===== config.mk =====
export PLATFORM = sky130hd
export DESIGN_NAME = ibutterfly_2_serial
export DESIGN_NICKNAME = d
export VERILOG_FILES = /design/src/rtl/ibutterfly_2_serial.sv
export SDC_FILE = /design/constraint.sdc
export NUM_CORES = 1
export LEC_CHECK = 0
export BUFFER_PORTS_ARGS = -buffer_cell sky130_fd_sc_hd__buf_2
export CORE_MARGIN = 2
export CORE_UTILIZATION = 60
export CTS_CLUSTER_DIAMETER = 40
export CTS_CLUSTER_SIZE = 28
export DETAILED_ROUTE_END_ITERATION = 8
export PLACE_DENSITY_LB_ADDON = 0.3
export SYNTH_ARGS = -nofsm -noshare
export SYNTH_HDL_FRONTEND = slang
export SYNTH_SLANG_ARGS = --single-unit

===== constraint.sdc =====
create_clock -name clk -period 3.6 [get_ports clk]
set_input_delay 0.18 -clock clk [delete_from_list [all_inputs] [get_ports clk]]
set_output_delay 0.18 -clock clk [all_outputs]
set_load 0.02 [all_outputs]

===== src/rtl/ibutterfly_2_serial.sv =====
// Serial 2-point inverse butterfly: takes X0, X1 one per handshake, returns (X0+X1)/2 and (X0-X1)/2.
// Define IBFLY_ROUND_EN for round-half-up with saturation; otherwise results truncate toward -inf.
module ibutterfly_2_serial #(
    parameter  int N = 4,
    localparam int W = 2**N
) (
    input  logic         clk,
    input  logic         rst,
    input  logic         in_valid,
    output logic         in_ready,
    input  logic [W-1:0] in_re,
    input  logic [W-1:0] in_im,
    output logic         out_valid,
    input  logic         out_ready,
    output logic [W-1:0] out_re,
    output logic [W-1:0] out_im,
    output logic         out_idx
);

    typedef enum logic [2:0] {
        IDLE = 3'd0,
        GET0 = 3'd1,
        GET1 = 3'd2,
        PUT0 = 3'd3,
        PUT1 = 3'd4
    } state_t;

    state_t r_state;
    state_t w_state_next;

    logic         r_in_ready;
    logic         r_out_valid;
    logic [W-1:0] r_out_re;
    logic [W-1:0] r_out_im;
    logic         r_out_idx;
    logic [W-1:0] r_x0_re;
    logic [W-1:0] r_x0_im;
    logic [W-1:0] r_y1_re;
    logic [W-1:0] r_y1_im;

    logic w_in_xfer;
    logic w_out_xfer;

    assign w_in_xfer  = in_valid && r_in_ready;
    assign w_out_xfer = r_out_valid && out_ready;

    // Lane 0 is the real part, lane 1 the imaginary part; both use identical arithmetic.
    logic [W-1:0] w_a   [2];
    logic [W-1:0] w_b   [2];
    logic [W-1:0] w_y0  [2];
    logic [W-1:0] w_y1  [2];

    assign w_a[0] = r_x0_re;
    assign w_a[1] = r_x0_im;
    assign w_b[0] = in_re;
    assign w_b[1] = in_im;

`ifdef IBFLY_ROUND_EN
    // Extra headroom bit keeps the +1 on the largest difference from wrapping before the shift.
    function automatic logic [W-1:0] halve(input logic [W:0] s);
        logic [W+1:0] p;
        logic [W:0]   q;
        p = {s[W], s} + {{(W+1){1'b0}}, 1'b1};
        q = p[W+1:1];
        if (!q[W] && q[W-1])
            halve = {1'b0, {(W-1){1'b1}}};
        else
            halve = q[W-1:0];
    endfunction
`else
    function automatic logic [W-1:0] halve(input logic [W:0] s);
        halve = s[W:1];
    endfunction
`endif

    genvar gi;
    generate
        for (gi = 0; gi < 2; gi++) begin : g_lane
            logic [W:0] w_sum;
            logic [W:0] w_dif;
            assign w_sum    = {w_a[gi][W-1], w_a[gi]} + {w_b[gi][W-1], w_b[gi]};
            assign w_dif    = {w_a[gi][W-1], w_a[gi]} - {w_b[gi][W-1], w_b[gi]};
            assign w_y0[gi] = halve(w_sum);
            assign w_y1[gi] = halve(w_dif);
        end
    endgenerate

    always_comb begin
        w_state_next = r_state;
        case (r_state)
            IDLE:    w_state_next = GET0;
            GET0:    if (w_in_xfer)  w_state_next = GET1;
            GET1:    if (w_in_xfer)  w_state_next = PUT0;
            PUT0:    if (w_out_xfer) w_state_next = PUT1;
            PUT1:    if (w_out_xfer) w_state_next = GET0;
            default: w_state_next = IDLE;
        endcase
    end

    // Handshake flags are registered from the next state so they never depend on this cycle's inputs.
    always_ff @(posedge clk or posedge rst) begin
        if (rst) begin
            r_state     <= IDLE;
            r_in_ready  <= 1'b0;
            r_out_valid <= 1'b0;
        end else begin
            r_state     <= w_state_next;
            r_in_ready  <= (w_state_next == GET0) || (w_state_next == GET1);
            r_out_valid <= (w_state_next == PUT0) || (w_state_next == PUT1);
        end
    end

    always_ff @(posedge clk or posedge rst) begin
        if (rst) begin
            r_x0_re   <= '0;
            r_x0_im   <= '0;
            r_y1_re   <= '0;
            r_y1_im   <= '0;
            r_out_re  <= '0;
            r_out_im  <= '0;
            r_out_idx <= 1'b0;
        end else begin
            if (w_in_xfer && r_state == GET0) begin
                r_x0_re <= in_re;
                r_x0_im <= in_im;
            end
            if (w_in_xfer && r_state == GET1) begin
                r_out_re  <= w_y0[0];
                r_out_im  <= w_y0[1];
                r_out_idx <= 1'b0;
                r_y1_re   <= w_y1[0];
                r_y1_im   <= w_y1[1];
            end
            if (w_out_xfer && r_state == PUT0) begin
                r_out_re  <= r_y1_re;
                r_out_im  <= r_y1_im;
                r_out_idx <= 1'b1;
            end
        end
    end

    assign in_ready  = r_in_ready;
    assign out_valid = r_out_valid;
    assign out_re    = r_out_re;
    assign out_im    = r_out_im;
    assign out_idx   = r_out_idx;

endmodule


==> impl_metrics.py <==
metrics = {
    "run_status": {
        "status": "completed",
    },
    "sta": {
        "finalHoldViolCount": 0,
        "rsz0062_at_grt": "no",
        "slew_headroom": 0.382,
        "setup_viol": 0,
        "fin_worst_skew_ns": 0.0122,
        "hold_ws_ns": 0.0129,
        "setup_slack_ns": 0.847,
        "worst_pin_slew_ns": 0.927,
        "setup_tns_ns": 0,
        "fmax_mhz": 363,
        "finalCritPeriodShare": 0.765,
        "slew_violations": 0,
        "fin_crit_ns": 2.75,
    },
    "routing": {
        "ant_nets": 0,
        "wl_um": 16200,
        "drtIter0Drc": 515,
        "drt-pass1-iter-count": 5,
        "dr_total_vias": 5799,
        "drc": 0,
        "viasPerCell": 6.11,
        "routedWlPerCell_um": 17.1,
    },
    "worst_setup_path": {
        "r2r_cells": 9,
        "start_kind": "flip-flop",
        "reg2reg_slack_ns": 0.85,
        "crit_required_ns": 3.83,
        "critPathMaxFanout": 4,
        "crit_type": "flip-flop to flip-flop",
        "cp-end-kind": "flip-flop",
        "timing.rr.end": "r_y1_re[15]$_DFFE_PP0P_",
        "arrival_ns": 2.98,
        "timing.rr.start": "r_x0_re[1]$_DFFE_PP0P_",
    },
    "synth": {
        "synth_top_area_frac": 0.368,
        "avgSynthCellArea_um2": 9.17,
        "ys_seq_area_frac": 0.368,
        "ys.warnings.count": 0,
        "synthTopCellsByArea": "dfrtp_1, ha_1, o21ai_0, mux2_2, xnor2_1",
        "synth_edf_count": 0,
        "synth_flop_cell": "dfrtp_1",
        "syn-instance-count": 757,
        "ys_seq_elements": 102,
        "synth_nets": 857,
        "synth_area_um2": 6940,
        "synth.distinct_cells": 73,
        "async_reset_ff_frac": 1.00,
        "yosys.area.top_type": "dfrtp_1",
    },
    "floorplanning": {
        "io-pin-count": 71,
        "die_h_um": 112,
        "die_w_um": 112,
        "fp.dieArea_um2": 12400,
        "initial_core_util": 0.610,
        "num_rows": 39,
        "coreArea_um2": 11400,
    },
    "global_route": {
        "grt_pass1_vias": 5740,
        "grt_pass1_wl_um": 27500,
        "antenna_found_initial": 0,
        "grt_start_max_net_pins": 77,
        "grt_overflow": 0,
        "track_usage": 0.271,
    },
    "cells_and_area": {
        "fillerInstances": 918,
        "nets": 901,
        "multi_input_area_um2": 4010,
        "fin_cells": 949,
        "drive_gt1_frac": 0.180,
        "stdcell_area_um2": 7650,
        "final-seq-area_um2": 2550,
        "fin_util": 0.673,
        "diodes": 0,
        "area_growth_syn_to_layout_pct": 10.2,
    },
    "cts": {
        "cts_root_buf": "clkbuf_16",
        "cts_buffer_depth": 2,
        "clk_latency_ns": 0.36,
        "numCtsBuffers": 9,
        "ctsResizeCount": 0,
        "clock_sinks": 102,
        "clk_pin_slew_worst_paths_ns": 0.07,
        "htree_levels": 3,
        "cts_setup_buffers": 0,
        "cts_hold_buf": 0,
        "cts_tree": "yes",
    },
    "placed_design": {
        "gp_congestion": 0.963,
        "postPlaceCellArea_um2": 7350,
        "dpl_worst_slack_ns": 0.959,
        "place_inst": 933,
        "dp_hpwl_um": 11700,
        "port_buffers": 70,
    },
    "job": {
        "drv_cap": 0,
    },
    "pwr": {
        "power_leakage_nw": 3.60,
        "totalPowerFinal_mw": 7.16,
        "peakVddDrop_uv": 606,
        "cellPowerDensity_nw_per_um2": 935,
    },
    "min_path": {
        "hp-class": "input port to async pin",
    },
}
Yosys cell counts, types with 3 or more instances:
cell and instances:
xor2_1 12, nor2b_1 11, xnor2_1 33, fa_1 4, a21o_1 5, o31ai_1 6
a22oi_1 24, and3_1 4, o21bai_1 5, dfrtp_1 102, mux2_2 31, o211ai_1 6
a211oi_1 5, clkbuf_1 37, a32o_1 3, and4_1 3, a41oi_1 4, nor3_1 13
inv_1 53, o21a_1 8, a221o_1 4, o21ai_1 4, o21ai_0 71, nand3_1 7
or3_1 6, nor2_1 53, nand2_1 54, a32oi_1 3, a31oi_1 5, a21oi_1 52
ha_1 60, nand2b_1 14, buf_2 4
sequential cells by signal (all words and copies together) (netlist names):
| name | flops |
|---|---|
| in_ready | 1 |
| out_idx | 1 |
| out_im | 16 |
| out_re | 16 |
| out_valid | 1 |
| r_state | 3 |
| r_x0_im | 16 |
| r_x0_re | 16 |
| r_y1_im | 16 |
| r_y1_re | 16 |
where the power goes:
group / switching (mW) / internal (mW) / total [mW]
clock: 0.443 / 0.558 / 1.00
sequential: 0.397 / 1.68 / 2.08
combinational: 2.38 / 1.70 / 4.08
routing by layer:
| layer | vias up | wire, um | GRT usage |
|---|---|---|---|
| met1 | 2864 | 7540 | 0.369 |
| met2 | 163 | 7700 | 0.441 |
| met5 | - | 0 | 0 |
| met3 | 22 | 763 | 0.0610 |
| met4 | 0 | 229 | 0.0708 |
| li1 | 2750 | - | - |
critical path, stage by stage (launching register included):
cell	delay, ns
dfrtp_1	0.43
inv_1	0.09
fa_1	0.44
nor2b_1	0.16
o31ai_1	0.11
a21oi_1	0.28
a21oi_1	0.17
or4b_2	0.69
o211ai_1	0.12
a41oi_1	0.14
how the worst max path moves through the flow:
stage                                 from                      end  slack (ns)  depth (start not counted)
global placement    r_x0_re[1]$_DFFE_PP0P_  r_y1_re[15]$_DFFE_PP0P_        1.05                          9
detailed placement  r_x0_re[1]$_DFFE_PP0P_  r_y1_re[15]$_DFFE_PP0P_        0.96                          9
finish              r_x0_re[1]$_DFFE_PP0P_  r_y1_re[15]$_DFFE_PP0P_        0.85                          9
floorplan                              rst       in_ready$_DFF_PP0_        0.74                          1
CTS                 r_x0_re[1]$_DFFE_PP0P_  r_y1_re[15]$_DFFE_PP0P_        0.91                          9
global route        r_x0_re[1]$_DFFE_PP0P_  r_y1_re[15]$_DFFE_PP0P_        0.75                          9
final cells by class:
class,count,share of cell area
Sequential cell,102,0.334
Tap cell,143,0.0234
Timing Repair Buffer,77,0.0527
Clock inverter,5,0.00769
Multi-Input combinational cell,558,0.525
Inverter,53,0.0263
Clock buffer,11,0.0317
cell families after synthesis:
family	after synthesis	synth area share
xor gates and xnor gates	45	0.0568
muxes	32	0.0517
AOI/OAI and AO/OA	230	0.216
DFF	102	0.368
adders and majority gates	64	0.120
and+or+nand+nor	187	0.133
buffers and inverters	97	0.0553
placed cells by master (no fill, tap or decap), drive strengths merged, types with 7 or more instances in the layout:
| cell | count |
|---|---|
| ha | 60 |
| xor2 | 12 |
| nor2b | 11 |
| a21oi | 53 |
| xnor2 | 33 |
| or3 | 8 |
| nor2 | 53 |
| o21ai | 76 |
| clkbuf | 11 |
| buf | 77 |
| mux2 | 31 |
| o21a | 8 |
| a22oi | 24 |
| o31ai | 7 |
| nor3 | 14 |
| dfrtp | 102 |
| inv | 53 |
| nand3 | 7 |
| nand2b | 14 |
| nand2 | 54 |
No activity file was read; power rests on OpenSTA's default activity.
